<file path="config.mk">
export PLATFORM = sky130hd
export DESIGN_NAME = spram_access_ctrl
export DESIGN_NICKNAME = d
export VERILOG_FILES = /design/src/rtl/spram_pkg.sv /design/src/rtl/spram_access_ctrl.sv
export SDC_FILE = /design/constraint.sdc
export NUM_CORES = 1
export LEC_CHECK = 0
export CORE_MARGIN = 2
export CORE_UTILIZATION = 45
export CTS_BUF_LIST = sky130_fd_sc_hd__clkbuf_4 sky130_fd_sc_hd__clkbuf_8 sky130_fd_sc_hd__clkbuf_16
export CTS_CLUSTER_DIAMETER = 40
export DETAILED_ROUTE_END_ITERATION = 8
export GPL_TIMING_DRIVEN = 0
export PLACE_DENSITY_LB_ADDON = 0.3
export SETUP_SLACK_MARGIN = 0.02
export SYNTH_ARGS = -nofsm -noshare
export SYNTH_HDL_FRONTEND = slang
export SYNTH_SLANG_ARGS = --single-unit
</file>
<file path="constraint.sdc">
create_clock -name clk -period 2.11 [get_ports clk]
set_clock_uncertainty 0.1 [all_clocks]
set_input_delay 0.3165 -clock clk [delete_from_list [all_inputs] [get_ports clk]]
set_output_delay 0.3165 -clock clk [all_outputs]
set_load 0.1 [all_outputs]
</file>
<file path="src/rtl/spram_pkg.sv">
// Shared definitions for the single-port RAM, its access controller and benches.
//   SPRAM_DATA_WIDTH / SPRAM_ADDR_WIDTH : default RAM geometry
//   spram_state_e                       : access-controller FSM state encoding
package spram_pkg;

  localparam int unsigned SPRAM_DATA_WIDTH = 8;
  localparam int unsigned SPRAM_ADDR_WIDTH = 4;

  typedef enum logic [2:0] {
    ST_IDLE = 3'd0,
    ST_WR   = 3'd1,
    ST_RD   = 3'd2,
    ST_CAP  = 3'd3,
    ST_RSP  = 3'd4
  } spram_state_e;

endpackage

</file>
<file path="src/rtl/spram_access_ctrl.sv">
// Request/response front-end for single_port_ram.
//   clk, rst_n                    : clock (rising edge), async active-low reset
//   req_valid/req_ready           : request handshake
//   req_we/req_addr/req_wdata     : command (1 = write), address, write data
//   rsp_valid/rsp_ready/rsp_data  : read-response handshake and data
//   ram_en/ram_addr/ram_wdata     : RAM control (ram_en = 1 writes)
//   ram_rdata                     : RAM registered read data
//   wr_done_cnt/rd_done_cnt       : wrapping completed-write / completed-read counters
// All outputs are registered except req_ready, which decodes the state.
module spram_access_ctrl
  import spram_pkg::*;
#(
  parameter int unsigned DATA_WIDTH = SPRAM_DATA_WIDTH,
  parameter int unsigned ADDR_WIDTH = SPRAM_ADDR_WIDTH,
  parameter int unsigned CNT_WIDTH  = 16
) (
  input  logic                  clk,
  input  logic                  rst_n,
  input  logic                  req_valid,
  output logic                  req_ready,
  input  logic                  req_we,
  input  logic [ADDR_WIDTH-1:0] req_addr,
  input  logic [DATA_WIDTH-1:0] req_wdata,
  output logic                  rsp_valid,
  input  logic                  rsp_ready,
  output logic [DATA_WIDTH-1:0] rsp_data,
  output logic                  ram_en,
  output logic [ADDR_WIDTH-1:0] ram_addr,
  output logic [DATA_WIDTH-1:0] ram_wdata,
  input  logic [DATA_WIDTH-1:0] ram_rdata,
  output logic [CNT_WIDTH-1:0]  wr_done_cnt,
  output logic [CNT_WIDTH-1:0]  rd_done_cnt
);

  spram_state_e state_q, state_d;

  logic                  ram_en_q,    ram_en_d;
  logic [ADDR_WIDTH-1:0] ram_addr_q,  ram_addr_d;
  logic [DATA_WIDTH-1:0] ram_wdata_q, ram_wdata_d;
  logic                  rsp_valid_q, rsp_valid_d;
  logic [DATA_WIDTH-1:0] rsp_data_q,  rsp_data_d;
  logic [CNT_WIDTH-1:0]  wr_cnt_q,    wr_cnt_d;
  logic [CNT_WIDTH-1:0]  rd_cnt_q,    rd_cnt_d;

  // State register
  always_ff @(posedge clk or negedge rst_n) begin
    if (!rst_n) begin
      state_q <= ST_IDLE;
    end else begin
      state_q <= state_d;
    end
  end

  // Next-state logic
  always_comb begin
    state_d = state_q;
    unique case (state_q)
      ST_IDLE: if (req_valid) state_d = req_we ? ST_WR : ST_RD;
      ST_WR:   state_d = ST_IDLE;
      ST_RD:   state_d = ST_CAP;
      ST_CAP:  state_d = ST_RSP;
      ST_RSP:  if (rsp_ready) state_d = ST_IDLE;
      default: state_d = ST_IDLE;
    endcase
  end

  // Output / datapath next values. ram_en is only ever high for the single
  // WR cycle; every other state defaults it low so the RAM just reads.
  always_comb begin
    ram_en_d    = 1'b0;
    ram_addr_d  = ram_addr_q;
    ram_wdata_d = ram_wdata_q;
    rsp_valid_d = rsp_valid_q;
    rsp_data_d  = rsp_data_q;
    wr_cnt_d    = wr_cnt_q;
    rd_cnt_d    = rd_cnt_q;
    unique case (state_q)
      ST_IDLE: begin
        if (req_valid) begin
          ram_addr_d = req_addr;
          if (req_we) begin
            ram_wdata_d = req_wdata;
            ram_en_d    = 1'b1;
          end
        end
      end
      ST_WR: begin
        wr_cnt_d = wr_cnt_q + CNT_WIDTH'(1);
      end
      ST_RD: begin
      end
      ST_CAP: begin
        rsp_data_d  = ram_rdata;
        rsp_valid_d = 1'b1;
      end
      ST_RSP: begin
        if (rsp_ready) begin
          rsp_valid_d = 1'b0;
          rd_cnt_d    = rd_cnt_q + CNT_WIDTH'(1);
        end
      end
      default: begin
      end
    endcase
  end

  always_ff @(posedge clk or negedge rst_n) begin
    if (!rst_n) begin
      ram_en_q    <= 1'b0;
      ram_addr_q  <= '0;
      ram_wdata_q <= '0;
      rsp_valid_q <= 1'b0;
      rsp_data_q  <= '0;
      wr_cnt_q    <= '0;
      rd_cnt_q    <= '0;
    end else begin
      ram_en_q    <= ram_en_d;
      ram_addr_q  <= ram_addr_d;
      ram_wdata_q <= ram_wdata_d;
      rsp_valid_q <= rsp_valid_d;
      rsp_data_q  <= rsp_data_d;
      wr_cnt_q    <= wr_cnt_d;
      rd_cnt_q    <= rd_cnt_d;
    end
  end

  assign req_ready   = (state_q == ST_IDLE);
  assign ram_en      = ram_en_q;
  assign ram_addr    = ram_addr_q;
  assign ram_wdata   = ram_wdata_q;
  assign rsp_valid   = rsp_valid_q;
  assign rsp_data    = rsp_data_q;
  assign wr_done_cnt = wr_cnt_q;
  assign rd_done_cnt = rd_cnt_q;

endmodule

</file>
==> results_dict.tcl, run 1 <==
set metrics [dict create \
    critPathMaxFanout 5 \
    final_cell_mix "dlygate4sd2_1, dfrtp_1, clkdlybuf4s50_1" \
    fin_crit_sh 0.966 \
    ys.flop_type "dfrtp_1" \
    hold_class "flip-flop to flip-flop" \
    final_common_cell "dlygate4sd2_1" \
    synth_fp_nets 215 \
    setup_ws_ns 0.0709 \
    drv_slew 0 \
    drt_first_pass_iters 4 \
    nets 307 \
    drive_gt1_frac 0.211 \
    synth.top_cell.area_share 0.590 \
    grt_pass1_vias 1839 \
    routabilityCongestion 0.800 \
    fin_crit_ns 2.04 \
    post_cts_buffers 0 \
    clock.fmax_mhz 490 \
    synth_area_leaders "dfrtp_1, mux2_2, xnor2_1" \
    track_usage 0.183 \
    remaining_drc_errors 0 \
    drt_iter0_drc 49 \
    slew_headroom 0.345 \
    synth.avg_cell_area_um2 12.9 \
    synth-edff-count 0 \
    status "finished, final reports clean" \
    cp_slowest_cell "dlygate4sd2_1" \
    ys_types 29 \
    antenna_found_initial 0 \
    diodes 0 \
    overflow 0 \
    start_util 0.471 \
    ys_ff_latch 57 \
    yosys_warnings 0 \
    ioPinCount 80 \
    final_antenna_net_count 0 \
    clk_latency_ns 0.33 \
    rows 26 \
    cpPeakStageDelay_ns 0.88 \
    dieHeight_um 77.3 \
    critPathTopFamily "buffers and inverters" \
    worst_slew_pin_slew_ns 0.986 \
    grt_setup_unrepaired "true" \
    vias_per_cell 4.93 \
    dp_slack_ns -0.151 \
    place_area_mm2 0.00334 \
    dp_hpwl_mm 3.50 \
    synth_seq_area_share 0.590 \
    cts_tree "done" \
    fill_cells 443 \
    core_mm2 0.00514 \
    syn_inst 188 \
    synth_area_mm2 0.00242 \
    setup_viol 0 \
    critPathKind "flip-flop to output port" \
    grt_pass1_wl_mm 8.51 \
    die_area_mm2 0.00598 \
    final_area_mm2 0.00347 \
    drv_cap 0 \
    io_buffers 79 \
    hold_violations 0 \
    clk_pin_slew_ns 0.06 \
    wl_per_cell_um 13.7 \
    cts_root_buffer "clkbuf_8" \
    arrival_ns 1.62 \
    htreeDepth 3 \
    synthToLayoutAreaGrowth_pct 43.4 \
    startpoint_type "flip-flop" \
    path_cells "dlygate4sd2_1" \
    die_w_um 77.3 \
    cp-end-kind "output port" \
    cts_buffers 9 \
    clock_sinks 57 \
    critPathBufInv 1 \
    worstPathRequired_ns 1.69 \
    async_flop_share 1.00 \
    hold_slack_ns 0.364 \
    cts_max_path_buffers 2 \
    post-synth-top-area-cell "dfrtp_1" \
    grt_max_degree 30 \
    num_vias 1749 \
    finalWirelength_mm 4.85 \
]
## area by class of cell
cell class              instances  area [µm²]  share of cell area
multi-input cells             118         946               0.273
inverters                       5        18.8             0.00541
flip-flops and latches         57        1440               0.414
repair buffers                 81         747               0.215
plain buffers                   8        51.3              0.0148
well taps                      70        87.6              0.0253
clock inverters                 3        15.0             0.00433
clock buffers                  13         166              0.0480
## worst register-to-register path, cell delays in order, from the launching register on
cell      delay, ns
dfrtp_1        0.35
buf_2          0.16
and4bb_1       0.25
buf_4          0.16
nand4_4        0.20
nor4_4         0.27
xor2_1         0.17
## sequential cells by signal (all words and copies together), names as in the netlist
register / flops
ram_en: 1
ram_addr: 4
rsp_valid: 1
state_q: 3
rd_done_cnt: 16
rsp_data: 8
wr_done_cnt: 16
ram_wdata: 8
## final timing paths
kind | start | slack (ns) | to | depth (start not counted)
max reg2reg | state_q[0]$_DFFE_PN0P_ | 0.37 | rd_done_cnt[15]$_DFFE_PN0P_ | 6
min in group asynchronous | rst_n | 0.47 | ram_wdata[3]$_DFFE_PN0P_ | 2
max in group asynchronous | rst_n | 0.85 | wr_done_cnt[0]$_DFFE_PN0N_ | 3
min reg2reg | rd_done_cnt[15]$_DFFE_PN0P_ | 0.36 | rd_done_cnt[15]$_DFFE_PN0P_ | 1
max | wr_done_cnt[4]$_DFFE_PN0N_ | 0.07 | wr_done_cnt[4] | 1
min | rd_done_cnt[15]$_DFFE_PN0P_ | 0.36 | rd_done_cnt[15]$_DFFE_PN0P_ | 1
## metrics by stage
step | cells | setup TNS, ns | util
6_report | 355 | 0 | 0.675
5_1_grt | 355 | 0 | 0.675
4_1_cts | 355 | 0 | 0.675
3_5_place_dp | 338 | -0.151 | 0.651
3_3_place_gp | 337 | -66.33 | 0.648
2_1_floorplan | 188 | -1.60 | -
## kinds of logic after synthesis
family | after synthesis | share of synthesized area
compound gates | 4 | 0.00828
xor+xnor | 30 | 0.109
fa+ha+maj | 2 | 0.0103
buf+inv | 13 | 0.0238
flops | 57 | 0.590
mux | 22 | 0.102
simple gates | 60 | 0.157
## routing by layer
metal	track usage	wire length (µm)	vias up
met5	0	0	-
met4	0.0607	23	0
li1	-	-	835
met1	0.227	2110	865
met3	0.0694	290	2
met2	0.295	2420	47
## synth_stat cells (2+ instances only)
cell type and count:
dfrtp_1 57, mux2_2 22, xnor2_1 17, xor2_1 13, nand3_1 12, nand2_1 10, nand4_1 7, nor3_1 7
nor2_1 6, inv_1 5, buf_2 4, and3_1 3, and4_1 3, clkbuf_1 3, a21oi_1 2, and2_1 2
ha_1 2, o21ai_0 2
## repair_timing
| action | 4_1_cts | 5_1_grt |
|---|---|---|
| hold buffers | 1 | 0 |
| setup endpoints to repair | 55 | 4 |
| resized for setup | 57 | 5 |
| endpoints found under the hold margin | 28 | 0 |
Power of run 1 is not shown: default switching activity piles up to over one toggle a cycle in this logic, so the estimate is an artifact.
==> inputs of run 2 (changes only) <==
- CTS_CLUSTER_SIZE: not set -> 40
==> results of run 2 <==
No change in the layout: final DEF, timing and power equal those of run 1.
Power of run 2 is left out for the same reason.
==> inputs of run 3 (changes only) <==
- clock period: 2.11 -> 2.5 ns (I/O delays scaled with it)
==> results_dict.tcl, run 3 (synthesized netlist as in run 1, its figures left out) <==
set metrics [dict create \
    worst-path-stages 1 \
    dpl.cell_count 338 \
    finalWirelength_mm 4.78 \
    setup_ws_ns 0.0863 \
    die_w_um 77.3 \
    grt_max_degree 39 \
    wl_per_cell_um 13.6 \
    startpoint_type "flip-flop" \
    fin_crit_sh 0.965 \
    drv_cap 0 \
    drive_gt1_frac 0.177 \
    drv_slew 0 \
    clk_latency_ns 0.32 \
    slew_headroom 0.338 \
    critPathTopFamily "buffers and inverters" \
    track_usage 0.181 \
    reg2reg_slack_ns 0.71 \
    r2r_cells 6 \
    final_antenna_net_count 0 \
    core_mm2 0.00514 \
    vias_per_cell 4.85 \
    htreeDepth 3 \
    io_buffers 79 \
    grt_pass1_vias 1809 \
    critPathBufInv 1 \
    nets 307 \
    overflow 0 \
    clock_sinks 57 \
    fin_tns_setup_ns 0 \
    cts_root_buffer "clkbuf_8" \
    cp-end-kind "output port" \
    drt_first_pass_iters 5 \
    routabilityCongestion 0.815 \
    dp_hpwl_mm 3.50 \
    r2r-start "state_q[1]$_DFFE_PN0P_" \
    drt_iter0_drc 81 \
    layout.cells.non_filler 352 \
    clk_pin_slew_ns 0.06 \
    hold_path_depth 1 \
    grt_pass1_wl_mm 8.42 \
    worstPathRequired_ns 2.03 \
    hold_class "flip-flop to flip-flop" \
    start_util 0.471 \
    critPathKind "flip-flop to output port" \
    cts_tree "done" \
    cts_max_path_buffers 2 \
    grt_setup_unrepaired "false" \
    setup_viol 0 \
    remaining_drc_errors 0 \
    cpPeakStageDelay_ns 1.17 \
    status "finished, final reports clean" \
    arrival_ns 1.94 \
    path_cells "clkdlybuf4s50_1" \
    die_area_mm2 0.00598 \
    fill_cells 425 \
    diodes 0 \
    hold_violations 0 \
    hold_start "rd_done_cnt[15]$_DFFE_PN0P_" \
    cp_slowest_cell "clkdlybuf4s50_1" \
    ioPinCount 80 \
    dieHeight_um 77.3 \
    num_vias 1708 \
    dp_slack_ns 0.154 \
    rows 26 \
    post_cts_buffers 0 \
    final_common_cell "clkdlybuf4s50_1" \
    critPathMaxFanout 7 \
    worst_slew_pin_slew_ns 0.990 \
    synthToLayoutAreaGrowth_pct 44.9 \
    startpoint "wr_done_cnt[6]$_DFFE_PN0N_" \
    final_cell_mix "clkdlybuf4s50_1, dfrtp_1, mux2_2" \
    clock.fmax_mhz 414 \
    antenna_found_initial 0 \
    fin_crit_ns 2.41 \
    cts_buffers 9 \
]
[run 3: path summary, 6_finish.rpt]
kind	end
worst max-delay path	wr_done_cnt[6]
worst min-delay path	rd_done_cnt[15]$_DFFE_PN0P_
worst max register to register	rd_done_cnt[9]$_DFFE_PN0P_
worst min register to register	rd_done_cnt[15]$_DFFE_PN0P_
max in group asynchronous	wr_done_cnt[8]$_DFFE_PN0N_
min in group asynchronous	ram_wdata[5]$_DFFE_PN0P_
[run 3: per-stage QoR]
stage          instance area (µm²)  utilization  hold slack (ns)
6_report                      3500        0.682            0.379
5_1_grt                       3500        0.682            0.415
4_1_cts                       3500        0.682            0.384
3_5_place_dp                  3320        0.647            0.261
3_3_place_gp                  3310        0.644            0.360
2_1_floorplan                 2430            -          -0.0206
[run 3: cell type report]
class	count	area, µm²	area share
buffer	8	38.8	0.0111
sequential	57	1430	0.407
timing repair buffer	81	813	0.232
inverter	5	18.8	0.00536
clock buffer	13	173	0.0493
multi-input combinational	118	946	0.270
tap	70	87.6	0.0250
[run 3: timing repair]
item                                    4_1_cts  5_1_grt
endpoints found under the setup margin        1        2
gates cloned                                  0        0
pin swaps                                     0        0
hold endpoints to repair                     19        0
resized for setup                             1        3
hold buffers                                  1        0
[run 3: per-layer routing]
metal  GRT usage  vias up  part of all wire
li1            -      830                 -
met1       0.219      829              0.44
met2       0.290       43              0.49
met3      0.0518        6             0.059
met4       0.100        0             0.011
met5           0        -                 0
Power of run 3 is left out for the same reason.
